<file path="config.mk">
export PLATFORM = sky130hd
export DESIGN_NAME = i_mem_responder_flat
export DESIGN_NICKNAME = d
export VERILOG_FILES = /design/src/rtl/i_mem_responder_if.sv /design/src/rtl/i_mem_responder.sv /design/src/flat_wrapper.sv
export SDC_FILE = /design/constraint.sdc
export NUM_CORES = 1
export LEC_CHECK = 0
export CAP_MARGIN = 10
export CORE_MARGIN = 2
export CORE_UTILIZATION = 52
export DETAILED_ROUTE_END_ITERATION = 12
export DONT_BUFFER_PORTS = 1
export PLACE_DENSITY = 0.66
export SLEW_MARGIN = 10
export SYNTH_ARGS = -nofsm -noshare
export SYNTH_HDL_FRONTEND = slang
export SYNTH_SLANG_ARGS = --single-unit
</file>
<file path="constraint.sdc">
create_clock -name CLK -period 3.48 [get_ports CLK]
set_clock_uncertainty 0.2 [all_clocks]
set_input_delay 0.522 -clock CLK [delete_from_list [all_inputs] [get_ports CLK]]
set_output_delay 0.522 -clock CLK [all_outputs]
set_load 0.01 [all_outputs]
</file>
<file path="src/rtl/i_mem_responder_if.sv">
`default_nettype none
// ============================================================================
// Module   : i_mem_responder_if
// Brief    : Fetch handshake (arbiter side) plus RAM port of the responder.
// Revision : 1.0
// ============================================================================
interface i_mem_responder_if #(
    parameter int AW = 14
);
    logic          iREN;
    logic [31:0]   iaddr;
    logic          iinval;
    logic          iwait;
    logic [31:0]   iload;
    logic          ram_ren;
    logic [AW-1:0] ram_addr;
    logic [31:0]   ram_rdata;

    modport master (
        output iREN, iaddr, iinval, ram_rdata,
        input  iwait, iload, ram_ren, ram_addr
    );

    modport slave (
        input  iREN, iaddr, iinval, ram_rdata,
        output iwait, iload, ram_ren, ram_addr
    );
endinterface
`default_nettype wire

</file>
<file path="src/rtl/i_mem_responder.sv">
`default_nettype none
// ============================================================================
// Module   : i_mem_responder
// Brief    : Instruction-bus memory responder with programmable wait states.
//            Optional single-entry last-hit buffer: I_MEM_RESPONDER_LAST_HIT_EN
// Revision : 1.0
// ============================================================================
module i_mem_responder #(
    parameter int LAT = 2,
    parameter int AW  = 14
) (
    input  wire logic         CLK,
    input  wire logic         nRST,
    i_mem_responder_if.slave  bus
);
    localparam logic [3:0] LAT_C = (LAT < 1)  ? 4'd1  :
                                   (LAT > 15) ? 4'd15 : 4'(LAT);

    typedef enum logic [1:0] {
        IDLE   = 2'd0,
        WAIT   = 2'd1,
        ACCESS = 2'd2
    } state_t;

    state_t        state_q, state_d;
    logic [3:0]    cnt_q, cnt_d;
    logic [AW-1:0] addr_q, addr_d;
    logic [31:0]   data_q, data_d;
    logic          first_q, first_d;

    logic [AW-1:0] word;
    logic          hit;
    logic [31:0]   hit_data;
    logic          ren;
    logic          iwait;
    logic [31:0]   iload;
    logic          unused_bits;

    assign word        = bus.iaddr[AW+1:2];
    assign unused_bits = ^{bus.iaddr[31:AW+2], bus.iaddr[1:0], bus.iinval};

`ifdef I_MEM_RESPONDER_LAST_HIT_EN
    logic          hit_valid_q;
    logic [AW-1:0] hit_addr_q;
    logic [31:0]   hit_data_q;

    // Invalidate wins over a same-cycle refill from ACCESS.
    always_ff @(posedge CLK or negedge nRST) begin
        if (!nRST) begin
            hit_valid_q <= 1'b0;
            hit_addr_q  <= '0;
            hit_data_q  <= 32'd0;
        end else begin
            if (state_q == ACCESS) begin
                hit_addr_q <= addr_q;
                hit_data_q <= data_q;
            end
            if (bus.iinval)
                hit_valid_q <= 1'b0;
            else if (state_q == ACCESS)
                hit_valid_q <= 1'b1;
        end
    end

    assign hit      = hit_valid_q && (word == hit_addr_q) && !bus.iinval;
    assign hit_data = hit_data_q;
`else
    assign hit      = 1'b0;
    assign hit_data = 32'd0;
`endif

    always_comb begin
        state_d = state_q;
        cnt_d   = cnt_q;
        addr_d  = addr_q;
        data_d  = data_q;
        first_d = first_q;
        ren     = 1'b0;
        iwait   = 1'b1;
        iload   = 32'd0;
        // Outputs held at their reset values for the whole time reset is low.
        if (nRST) begin
            case (state_q)
                IDLE: begin
                    if (bus.iREN) begin
                        if (hit) begin
                            iwait = 1'b0;
                            iload = hit_data;
                        end else begin
                            ren     = 1'b1;
                            addr_d  = word;
                            cnt_d   = LAT_C;
                            first_d = 1'b1;
                            state_d = WAIT;
                        end
                    end
                end
                WAIT: begin
                    if (!bus.iREN) begin
                        first_d = 1'b0;
                        state_d = IDLE;
                    end else if (word != addr_q) begin
                        ren     = 1'b1;
                        addr_d  = word;
                        cnt_d   = LAT_C;
                        first_d = 1'b1;
                    end else begin
                        if (first_q)
                            data_d = bus.ram_rdata;
                        first_d = 1'b0;
                        cnt_d   = cnt_q - 4'd1;
                        if (cnt_q <= 4'd1)
                            state_d = ACCESS;
                    end
                end
                ACCESS: begin
                    iwait   = 1'b0;
                    iload   = data_q;
                    state_d = IDLE;
                end
                default: state_d = IDLE;
            endcase
        end
    end

    always_ff @(posedge CLK or negedge nRST) begin
        if (!nRST) begin
            state_q <= IDLE;
            cnt_q   <= 4'd0;
            addr_q  <= '0;
            data_q  <= 32'd0;
            first_q <= 1'b0;
        end else begin
            state_q <= state_d;
            cnt_q   <= cnt_d;
            addr_q  <= addr_d;
            data_q  <= data_d;
            first_q <= first_d;
        end
    end

    assign bus.iwait    = iwait;
    assign bus.iload    = iload;
    assign bus.ram_ren  = ren;
    assign bus.ram_addr = word;
endmodule
`default_nettype wire

</file>
<file path="src/flat_wrapper.sv">
// flat-port wrapper written by rule: the top's interface ports become plain ports
module i_mem_responder_flat 
#(
    parameter int LAT = 2,
    parameter int AW  = 14
)
  (CLK, nRST, bus_iREN, bus_iaddr, bus_iinval, bus_ram_rdata, bus_iwait, bus_iload, bus_ram_ren, bus_ram_addr);
  i_mem_responder_if #(.AW(AW)) bus_i ();
  input  wire logic CLK;
  input  wire logic nRST;
  input wire logic [$bits(bus_i.iREN)-1:0] bus_iREN;
  input wire logic [$bits(bus_i.iaddr)-1:0] bus_iaddr;
  input wire logic [$bits(bus_i.iinval)-1:0] bus_iinval;
  input wire logic [$bits(bus_i.ram_rdata)-1:0] bus_ram_rdata;
  output wire logic [$bits(bus_i.iwait)-1:0] bus_iwait;
  output wire logic [$bits(bus_i.iload)-1:0] bus_iload;
  output wire logic [$bits(bus_i.ram_ren)-1:0] bus_ram_ren;
  output wire logic [$bits(bus_i.ram_addr)-1:0] bus_ram_addr;
  assign bus_i.iREN = bus_iREN;
  assign bus_i.iaddr = bus_iaddr;
  assign bus_i.iinval = bus_iinval;
  assign bus_i.ram_rdata = bus_ram_rdata;
  assign bus_iwait = bus_i.iwait;
  assign bus_iload = bus_i.iload;
  assign bus_ram_ren = bus_i.ram_ren;
  assign bus_ram_addr = bus_i.ram_addr;
  i_mem_responder #(.LAT(LAT), .AW(AW)) u_core (.CLK(CLK), .nRST(nRST), .bus(bus_i));
endmodule
</file>
# After elaboration in Yosys (flattened, before gate mapping)
# Index checks and enable logic that the tools add are counted.
[totals]
register_bits = 53
input_bits = 68
output_inout_bits = 48
word_cells = 47
[op_classes]
addsub = 1
n_lt_le_gt_ge = 1
eq_ne = 8
mux = 24
bitwise = 1
n_reduce_logical = 7
[ops]
columns = ["operator", "count"]
rows = [
  ["$mux 32", 2],
  ["$mux 14", 3],
  ["$pmux 14 s2", 1],
  ["$ne 14x14->1", 1],
  ["$mux 4", 3],
  ["$reduce_and 5->1", 2],
  ["$mux 2", 4],
  ["$pmux 4 s2", 1],
  ["$reduce_and 4->1", 2],
  ["$mux 1", 7],
  ["$le 4x1->1 const B", 1],
  ["$ne 2x2->1 const B", 2],
  ["$pmux 1 s2", 2],
  ["$pmux 2 s2", 1],
  ["$sub 4x1->4 const B", 1],
  ["$ne 3x2->1 const B", 1],
  ["$ne 3x3->1 const B", 1],
  ["$reduce_and 3->1", 1],
  ["$eq 2x1->1 const B", 1],
  ["$eq 2x2->1 const B", 1],
  ["$logic_not 2->1", 1],
  ["$ne 2x1->1 const B", 1],
  ["$reduce_bool 2->1", 1],
  ["$not 1->1", 1],
]

# Longest topological paths before layout
# Gate-level depths: netlist of run 1.
[logic_depth]
ltp_word = 5
mapped_depth = 7
mapped_depth_nobuf = 7

# Worst setup path after synthesis of run 1
# OpenSTA, ideal clock, no wires.
[synth_path]
path_kind = "input to output"
start = "in bus_iaddr[7]"
end = "out bus_ram_ren"
arrival_time_ns = 1.464
required_time_ns = 2.758
setup_slack_ns = 1.294
stages = 5
n_path_buf = 1
path_cell_list = "xnor2_1 nand4_1 nor4_4 a21oi_2 buf_6"
[synth_via]
elab_chain_len = 5
[synth_rtl]
columns = ["item", "line_no", "text"]
rows = [
  ["from (decl)", "flat_wrapper.sv:12", "input wire logic [$bits(bus_i.iaddr)-1:0] bus_iaddr;"],
  ["$ne 14x14->1", "i_mem_responder.sv:102", "end else if (word != addr_q) begin"],
  ["$mux 1", "i_mem_responder.sv:102", ""],
  ["$mux 1", "i_mem_responder.sv:99", "if (!bus.iREN) begin"],
  ["$pmux 1 s2", "i_mem_responder.sv:83", "case (state_q)"],
  ["$mux 1", "i_mem_responder.sv:82", "if (nRST) begin"],
  ["to (decl)", "flat_wrapper.sv:17", "output wire logic [$bits(bus_i.ram_ren)-1:0] bus_ram_ren;"],
]
# Every way passes these cells.

# Worst setup path in the final report of run 1
[layout_path]
start = "reg u_core.state_q[0]"
end = "out bus_iload[27]"
[layout_via]
elab_chain_len = 3
[layout_rtl]
columns = ["item", "line_no", "text"]
rows = [
  ["from (decl)", "i_mem_responder.sv:25", "state_t state_q, state_d;"],
  ["from (signal assigned)", "i_mem_responder.sv:134", "state_q <= state_d;"],
  ["$eq 2x2->1", "i_mem_responder.sv:83", ""],
  ["$mux 32", "-", ""],
  ["$mux 32", "i_mem_responder.sv:82", ""],
  ["to (decl)", "flat_wrapper.sv:16", "output wire logic [$bits(bus_i.iload)-1:0] bus_iload;"],
]
# Every way passes these cells.

==> results.txt, run 1 <==
----------------------------------------------------
[Setup path]
  Cell-by-cell trace of the critical path ... nor3b_2 > buf_4 > and2_1
  Cell type of the slowest stage on the worst timing path ... nor3b_2
  Slowest cell delay on critical path ... roughly 550 ps
  Data required, critical path ... 2760 ps
  Type of the worst setup path ... flop to primary output
  Kind of start point of the critical path ... flop
  CP arrival ... 1860 ps
  Maximum fanout along the worst path ... 21
  Endpoint kind of the worst setup timing path ... primary output

[Timing]
  Worst-margin pin slew ... around 590 ps
  Final-report hold violation count ... 0
  Unrepaired setup endpoints after global routing ... false
  Achievable Freq ... 0.388 GHz
  Setup total negative slack ... 0 ps
  Minimum clock period ... roughly 2600 ps
  Worst hold margin ... about 130 ps
  Total count of max-transition violations in the final report ... 0
  Final setup violating endpoints ... 0
  Relative slew slack ... between 60% and 70%
  Portion of the clock cycle consumed by the worst path in the final layout ... roughly 74%
  Final WS setup ... about 900 ps

[Synth]
  Count of cell types in the netlist ... 30
  Sequential-to-total area share from yosys stat ... roughly half
  Synthesized area ... between 0.002 and 0.003 mm²
  Average cell area after synthesis ... 12.3 µm²
  Post-synth EDFFs ... 0
  Post-synthesis sequential element count ... 53
  Fraction of registers with async set/reset ... between 90% and 100%
  Yosys warnings ... 0
  Syn_nets ... between 200 and 300
  Leading register cell type out of synthesis ... dfrtp_1
  Post-Syn Instances ... roughly 220

[Global route]
  Initial antenna violation count ... 0
  Overall global routing resource usage ... approximately 16%
  GRT Residual Overflow ... 0
  Wire length of the first global-routing pass ... between 6000 and 7000 µm
  Vias in the first global route ... 1,483
  Pin count of the biggest net entering global routing ... 54

[Layout]
  Register Area ... around 0.0013 mm²
  Nets@finish ... about 280
  Layout fillers ... around 440
  Layout Cell Area excl Fill ... roughly 0.0027 mm²
  Syn-to-layout area delta ... 2.46%
  Fraction of layout instances using a drive strength above 1 ... 28.3%
  Multi-input logic area ... ~0.0011 mm²
  # diodes ... 0

[Clock tree]
  CTS root buffer ... clkbuf_8
  CTS tree ... built
  Max clock buf depth ... 2
  Post-cts gate resize count ... 0
  CTS H-tree depth ... 2
  Worst skew pair latency ... roughly 300 ps
  Number of clock sinks seen by CTS ... 53
  Clock buffers created by TritonCTS ... 5
  Post-CTS setup buffer count ... 0
  CTS clock-pin slew for the worst setup and hold paths ... around 80 ps
  Number of buffers inserted by hold repair at cts ... 2

[Power and ir drop]
  Total power per unit cell area ... slightly above 400 mW/mm²
  Worst-case vdd ir drop ... about 0.00019 V
  Leakage ... 1.27 nW
  Final Total Pwr ... 1.12 mW

[Die]
  Top-Level Pins ... between 100 and 150
  Core Rows ... 25
  Horiz. Die Dim ... 75.3 µm
  Floorplan die area ... roughly 0.0057 mm²
  Chip Height ... about 75 µm
  Floorplan core area ... about 0.0048 mm²
  Starting density of the core ... approximately 55%

[Placement]
  Routability cong. ... 0.757
  Worst setup slack before clock tree synthesis ... 1100 ps
  Post-Place Cell Area ... roughly 0.0026 mm²
  Half-perimeter wire length after placement ... roughly 3400 µm
  Number of buffer cells added on primary ports ... 0

[Routing]
  Detailed Routing Iterations Pass 1 ... 4
  Via-to-Cell Ratio ... between 5 and 6
  Detailed-route wire length per cell ... around 17 µm
  DRC errors left ... 0
  Routed wire length ... about 4600 µm
  Total number of vias ... about 1.5k
  Count of nets left with antenna violations after detail routing ... 0
  Drt first-iter violations ... 39

[Job]
  Maximum Capacitance Violations ... 0

[Min path]
  Hold Path Class ... input pin to flop

[Status]
  Result of the run ... completed

----------------------------------------------------
==> registers in the layout, summed over array words and instances, names as in the netlist <==
| register | count |
|---|---|
| u_core.data_q | 32 |
| u_core.addr_q | 14 |
| u_core.cnt_q | 4 |
| u_core.state_q | 2 |
| u_core.first_q | 1 |
==> area by class of cell <==
class | instances | area share, %
sequential | 53 | 48.9
clock buffer | 7 | 3.18
timing repair buffer | 5 | 2.22
tap | 67 | 3.09
inverter | 7 | 0.969
multi-input combinational | 133 | 41.6
==> worst paths after layout <==
check | startpoint | to | slack (ps) | depth (start not counted)
min | nRST | u_core.state_q[1] | 130 | 1
min reg2reg | u_core.data_q[30] | u_core.data_q[30] | 290 | 1
min in group asynchronous | nRST | u_core.addr_q[2] | 540 | 2
max | u_core.state_q[0] | bus_iload[27] | 900 | 3
max reg2reg | u_core.addr_q[12] | u_core.data_q[14] | 1200 | 6
max in group asynchronous | nRST | u_core.cnt_q[3] | 2310 | 2
==> layer usage <==
layer / global-route usage, % / vias to the layer above / wire [µm]
met2: 28.6 / 51 / 2380
met5: 0 / - / 0
met3: 5.82 / 6 / 352
met1: 18.3 / 728 / 1840
li1: - / 684 / -
met4: 6.04 / 0 / 62
==> cell usage in the layout, fill, tap and decap left out <==
master	count
a21o_1	1
a21oi_1	2
a21oi_2	1
a22o_1	1
a2bb2oi_1	1
and2_1	33
buf_16	1
buf_4	3
clkbuf_1	1
clkbuf_8	6
dfrtp_1	53
dlygate4sd3_1	1
ha_1	2
inv_1	7
mux2_1	1
mux2_2	37
mux2_4	8
nand2_1	9
nand3_1	1
nand4_1	5
nor2_1	4
nor2b_1	1
nor3_1	2
nor3b_2	1
nor4_1	1
nor4_4	1
o21ai_0	4
o22ai_1	1
o311ai_0	1
or3_1	1
xnor2_1	14
==> cell usage after synthesis, types with 2 or more instances <==
cell	n	area share (%)
xnor2_1	14	4.6
ha_1	2	0.95
mux2_2	37	16
clkbuf_1	4	0.57
inv_1	7	0.99
mux2_4	8	4.5
o21ai_0	4	0.76
nand2_1	9	1.3
a21oi_1	2	0.38
buf_4	14	4.0
buf_6	4	1.7
nor3_1	2	0.38
nor2_1	4	0.57
and2_1	33	7.8
nand4_1	5	1.2
dfrtp_1	53	50
==> per-stage QoR <==
stage / util (%) / std cells
2_1_floorplan: - / 216
3_3_place_gp: 53.7 / 263
3_5_place_dp: 53.7 / 263
4_1_cts: 56.3 / 272
5_1_grt: 56.3 / 272
6_report: 56.3 / 272
==> critical path: cells and delay by family, from the launching register on <==
| family | cells | cell delay [ps] |
|---|---|---|
| flip-flops | 1 | 470 |
| AND/OR/NAND/NOR | 2 | 770 |
| buffers and inverters | 1 | 320 |
==> cells by family after synthesis <==
group | Yosys count | synth area share, %
simple gates | 59 | 13.2
xor+xnor | 14 | 4.63
mux | 46 | 20.7
flops | 53 | 50.1
fa+ha+maj | 2 | 0.945
buf+inv | 30 | 7.42
compound gates | 12 | 2.98
==> power breakdown <==
part           leakage, nW  switching (mW)  internal (mW)  total [mW]
Clock               0.0443           0.184          0.158       0.342
Sequential           0.700          0.0234          0.644       0.667
Combinational        0.523          0.0488         0.0631       0.112
Total                 1.27           0.256          0.865        1.12
No activity file was read; power rests on OpenSTA's default activity.
==> inputs of run 2 (changes only) <==
Clock period 3.48 ns to 2.4 ns, I/O delays scaled along.
==> results.txt, run 2 (synthesized netlist as in run 1, its figures left out) <==
----------------------------------------------------
[Layout]
  Most used cells in the layout excluding fill and tap cells ... dfrtp_1 (53), dlygate4sd3_1 (44), mux2_2 (37)
  Nets@finish ... between 300 and 400
  Layout fillers ... roughly 370
  Syn-to-layout area delta ... 22.2%
  # diodes ... 0
  Largest register by flop count ... u_core.data_q
  Fraction of layout instances using a drive strength above 1 ... approximately 26%
  Number of flip-flops under the largest register name ... 32
  Leading cell type in the layout, fill and taps excluded ... dfrtp_1
  Post-route non-filler standard cell count ... between 300 and 400
  Registers with the highest flip-flop counts ... u_core.data_q (32), u_core.addr_q (14), u_core.cnt_q (4)
  Final core occ ... around two thirds

[Routing]
  Detailed Routing Iterations Pass 1 ... 4
  Via-to-Cell Ratio ... 5.33
  Total number of vias ... between 1.5k and 2k
  Count of nets left with antenna violations after detail routing ... 0
  Detailed-route wire length per cell ... between 15 and 20 µm
  Routed wire length ... 5010 µm
  DRC errors left ... 0
  Drt first-iter violations ... just under 80

[Die]
  Chip Height ... approximately 75 µm
  Core Rows ... 25
  Horiz. Die Dim ... around 75 µm
  Top-Level Pins ... roughly 120
  Floorplan die area ... 0.00568 mm²
  Floorplan core area ... around 0.0048 mm²
  Starting density of the core ... a little over half

[Global route]
  Wire length of the first global-routing pass ... between 7000 and 8000 µm
  Pin count of the biggest net entering global routing ... 55
  Vias in the first global route ... approximately 1.7k
  GRT Residual Overflow ... 0
  Overall global routing resource usage ... between 10% and 20%
  Initial antenna violation count ... 0

[Setup path]
  CP arrival ... between 1500 and 2000 ps
  Type of the worst setup path ... flop to primary output
  Kind of start point of the critical path ... flop
  Worst R2R Setup Slack ... between 200 and 250 ps
  Maximum fanout along the worst path ... 11
  Cell type of the slowest stage on the worst timing path ... dfrtp_1
  Slowest cell delay on critical path ... ~400 ps
  Cell-by-cell trace of the critical path ... xnor2_1 > nand4_1 > nor4_4 > a21oi_2 > buf_12
  Data required, critical path ... between 1500 and 2000 ps
  Endpoint kind of the worst setup timing path ... primary output

[Timing]
  Relative slew slack ... approximately two thirds
  Final WS setup ... around 130 ps
  Minimum clock period ... between 2000 and 2500 ps
  Final-report hold violation count ... 0
  Worst-margin pin slew ... between 400 and 500 ps
  Total count of max-transition violations in the final report ... 0
  Portion of the clock cycle consumed by the worst path in the final layout ... between 90% and 100%
  Achievable Freq ... ~0.44 GHz
  Final setup violating endpoints ... 0

[Placement]
  Worst setup slack before clock tree synthesis ... between 200 and 300 ps
  Number of buffer cells added on primary ports ... 0
  Half-perimeter wire length after placement ... 3430 µm
  Post-placement cell count ... 265
  Routability cong. ... ~0.75

[Job]
  Maximum Capacitance Violations ... 0

[Clock tree]
  CTS root buffer ... clkbuf_8
  CTS tree ... built
  CTS H-tree depth ... 2
  Number of clock sinks seen by CTS ... 53
  Max clock buf depth ... 2
  Worst skew pair latency ... slightly above 300 ps
  Clock buffers created by TritonCTS ... 5
  CTS clock-pin slew for the worst setup and hold paths ... about 100 ps

[Power and ir drop]
  Total power per unit cell area ... 561 mW/mm²
  Worst-case vdd ir drop ... just under 0.0004 V
  Leakage ... 1.49 nW
  Final Total Pwr ... roughly 1.8 mW

[Min path]
  Hold Path Class ... input pin to flop

[Status]
  Result of the run ... completed

----------------------------------------------------
run 2: cell types whose count changed in the layout (fill, tap and decap cells not counted), sizes merged:
cell / previous run / this run
clkbuf: 7 / 5
clkinvlp: 0 / 1
buf: 4 / 7
dlygate4sd3: 1 / 44
bufinv: 0 / 1
clkinv: 0 / 1
run 2: timing repair:
item	in CTS	in global routing
hold buffers	42	3
buffers inserted	0	1
gates resized for setup	0	2
hold endpoints to repair	94	3
endpoints found under the setup margin	0	1
run 2: critical path: cells and delay by family (launching register included):
| family | cells | cell delay [ps] |
|---|---|---|
| AND/OR/NAND/NOR | 2 | 540 |
| flip-flops | 1 | 400 |
| XOR/XNOR | 1 | 170 |
| buffers and inverters | 1 | 170 |
| AO/OA/AOI/OAI | 1 | 120 |
run 2: routing by layer:
layer / share of wire (%) / vias to the layer above / GRT usage, %
met3: 5.9 / 8 / 5.29
li1: - / 783 / -
met5: 0 / - / 0
met4: 1.7 / 0 / 6.43
met1: 39 / 845 / 21.3
met2: 54 / 64 / 32.2
run 2: path summary, 6_finish.rpt:
path                                      to  cells past startpoint             start
max reg2reg                 u_core.data_q[4]                      7  u_core.addr_q[7]
min reg2reg                   u_core.first_q                      1    u_core.first_q
min in group asynchronous  u_core.data_q[30]                      2              nRST
max                              bus_ram_ren                      5  u_core.addr_q[3]
max in group asynchronous   u_core.addr_q[2]                      2              nRST
min                         u_core.addr_q[2]                      1      bus_iaddr[4]
run 2: layout make-up:
type	instances	area (µm²)	share of cell area, %
sequential	53	1330	41.0
multi-input combinational	133	1140	35.4
timing repair buffer	51	538	16.6
tap	67	83.8	2.59
clock buffer	5	68.8	2.13
clock inverter	3	46.3	1.43
inverter	7	26.3	0.813
run 2: where the power goes:
group | total, mW | switching [mW] | internal [mW]
clock | 0.609 | 0.297 | 0.312
sequential | 0.968 | 0.0347 | 0.934
combinational | 0.235 | 0.0859 | 0.149
run 2: metrics by stage:
step	instance area (µm²)	hold WS [ps]	setup TNS (ps)
final	3230	9.81	0
after global placement	2630	-134	0
after floorplan	2650	-136	0
after global routing	3230	0.839	-14.2
after detailed placement	2630	-134	0
after CTS	3180	0.445	0
==> inputs of run 3 (changes only) <==
Settings changed: ABC_AREA from default to 1, PLACE_DENSITY 0.66 to 0.77.
==> results.txt, run 3 <==
----------------------------------------------------
[Status]
  Result of the run ... completed

[Placement]
  Half-perimeter wire length after placement ... between 4000 and 5000 µm
  Post-placement cell count ... 487
  Worst setup slack before clock tree synthesis ... 279 ps
  Routability cong. ... just under 0.9
  Number of buffer cells added on primary ports ... 0

[Layout]
  Registers with the highest flip-flop counts ... u_core.data_q (32), u_core.addr_q (14), u_core.cnt_q (4)
  Most used cells in the layout excluding fill and tap cells ... nand2_1 (133), inv_1 (62), dfrtp_1 (53)
  Syn-to-layout area delta ... 25.0%
  Number of flip-flops under the largest register name ... 32
  Leading cell type in the layout, fill and taps excluded ... nand2_1
  Nets@finish ... ~530
  Fraction of layout instances using a drive strength above 1 ... 14.6%
  # diodes ... 0
  Largest register by flop count ... u_core.data_q
  Post-route non-filler standard cell count ... around 540

[Global route]
  Pin count of the biggest net entering global routing ... between 50 and 60
  Met3 usage ... under 10%
  Met1 track utilization from global routing ... around a quarter
  Wire length of the first global-routing pass ... ~11,000 µm
  Most congested layer reported by global routing ... met2
  Met2 track utilization from global routing ... 42.2%
  Overall global routing resource usage ... between 20 and 25%
  Initial antenna violation count ... 0
  GRT Residual Overflow ... 0
  Vias in the first global route ... between 2k and 3k

[Synth]
  Syn_nets ... about 480
  Synth area leader ... dfrtp_1
  Synth area leaders ... dfrtp_1 (45%), nand2_1 (17%), nand3_1 (8.4%), inv_1 (7.9%), nor2_1 (5.8%)
  Post-synth EDFFs ... 0
  Synth top area share ... 44.8%
  Leading register cell type out of synthesis ... dfrtp_1
  Most numerous cell in the Yosys netlist ... nand2_1
  Fraction of registers with async set/reset ... 100%
  Synthesized area ... around 0.0030 mm²
  Sequential-to-total area share from yosys stat ... between 40% and 50%
  Top cells by count, synth ... nand2_1 (133), inv_1 (62), dfrtp_1 (53)
  Post-synthesis sequential element count ... 53
  Post-Syn Instances ... 405
  Average cell area after synthesis ... 7.31 µm²
  Count of cell types in the netlist ... 24
  Yosys warnings ... 0

[Clock tree]
  Number of clock sinks seen by CTS ... 53
  CTS tree ... built
  Worst skew pair latency ... 300 ps
  CTS root buffer ... clkbuf_8
  CTS H-tree depth ... 2
  CTS clock-pin slew for the worst setup and hold paths ... ~100 ps
  Clock buffers created by TritonCTS ... 5
  Post-CTS setup buffer count ... 0
  Max clock buf depth ... 2
  Post-cts gate resize count ... 0
  Number of buffers inserted by hold repair at cts ... 40

[Routing]
  Detailed-route wire length per cell ... 12.6 µm
  Drt first-iter violations ... ~130
  DRC errors left ... 0
  Total number of vias ... around 2.6k
  Via-to-Cell Ratio ... 4.82
  Count of nets left with antenna violations after detail routing ... 0
  Routed wire length ... just under 7000 µm
  Detailed Routing Iterations Pass 1 ... 4

[Timing]
  Minimum clock period ... 2230 ps
  Achievable Freq ... 0.448 GHz
  Unrepaired setup endpoints after global routing ... false
  Worst-margin pin slew ... 524 ps
  Setup total negative slack ... 0 ps
  Relative slew slack ... about 65%
  Final setup violating endpoints ... 0
  Portion of the clock cycle consumed by the worst path in the final layout ... between 90% and 100%
  Final-report hold violation count ... 0
  Total count of max-transition violations in the final report ... 0
  Final WS setup ... 167 ps

[Setup path]
  Type of the worst setup path ... flop to primary output
  Crit path from ... u_core.state_q[1]
  Reg-to-Reg End ... u_core.data_q[6]
  Maximum fanout along the worst path ... 27
  Startpoint of the worst-slack reg-to-reg timing path ... u_core.addr_q[7]
  Endpoint kind of the worst setup timing path ... primary output
  Worst R2R Setup Slack ... ~200 ps
  Capturing instance or port of the critical path ... bus_iload[27]
  Number of cells on the worst reg-to-reg path ... 11
  Data required, critical path ... around 1800 ps
  Kind of start point of the critical path ... flop
  CP arrival ... about 1700 ps

[Min path]
  Hold Path Class ... input pin to flop

[Power and ir drop]
  Total power per unit cell area ... approximately 540 mW/mm²
  Final Total Pwr ... 1.99 mW
  Leakage ... roughly 2.0 nW
  Worst-case vdd ir drop ... about 0.00035 V

[Die]
  Starting density of the core ... 53.8%
  Core Rows ... 27
  Floorplan die area ... around 0.0063 mm²
  Horiz. Die Dim ... about 79 µm
  Floorplan core area ... 0.00551 mm²
  Top-Level Pins ... between 100 and 150
  Chip Height ... 79.5 µm

[Job]
  Maximum Capacitance Violations ... 0

----------------------------------------------------
## run 3: cell types whose count changed in the layout (fill, tap and decap cells not counted), moves of 9 or more
cell	change
nand3_1	+49
buf_4	+34
inv_1	+55
mux2_2	-37
nand2_1	+124
xnor2_1	-9
nand2_2	+9
and2_1	-33
nor2_1	+42
## run 3: critical path, stage by stage (launching register included)
cell and delay [ps]:
dfrtp_1 490, nand3_1 320, buf_12 280, nor2_1 130, buf_4 150
## run 3: layer usage
metal	vias up	wire, µm
li1	1303	-
met1	1205	2730
met2	78	3630
met3	2	376
met4	0	19
met5	-	0
## run 3: where the power goes
group	switching, mW	internal [mW]	total, mW
sequential	0.0378	0.943	0.981
combinational	0.167	0.132	0.300
clock	0.290	0.414	0.705
total	0.496	1.49	1.99
## run 3: layout make-up
cell class | count | area, µm²
repair buffers | 81 | 743
multi-input cells | 259 | 1170
flip-flops and latches | 53 | 1330
fillers | 446 | 1810
clock inverters | 3 | 65.1
inverters | 64 | 241
well taps | 72 | 90.1
clock buffers | 5 | 68.8
## run 3: metrics by stage
stage | cell area (µm²) | utilization (%) | hold WS, ps
4_1_cts | 3680 | 66.8 | 0.855
3_5_place_dp | 3130 | 56.8 | -134
2_1_floorplan | 2960 | - | -136
3_3_place_gp | 3130 | 56.8 | -134
5_1_grt | 3700 | 67.2 | 6.75
6_report | 3700 | 67.2 | 6.10
## run 3: worst min-delay path by stage
stage,from,endpoint,cells after the start
global placement,nRST,u_core.data_q[0],0
finish,bus_iaddr[4],u_core.addr_q[2],2
detailed placement,nRST,u_core.data_q[0],0
floorplan,nRST,u_core.addr_q[0],0
global route,bus_iaddr[4],u_core.addr_q[2],2
CTS,bus_ram_rdata[1],u_core.data_q[1],2
## run 3: logic make-up (layout without fill, tap and decap cells)
| family | after synthesis | count (layout) | synth area share [%] |
|---|---|---|---|
| AOI/OAI and AO/OA | 4 | 4 | 0.676 |
| adders and majority gates | 2 | 2 | 0.845 |
| and+or+nand+nor | 249 | 249 | 36.7 |
| buffers and inverters | 93 | 153 | 15.8 |
| DFF | 53 | 53 | 44.8 |
| xor gates and xnor gates | 4 | 4 | 1.18 |
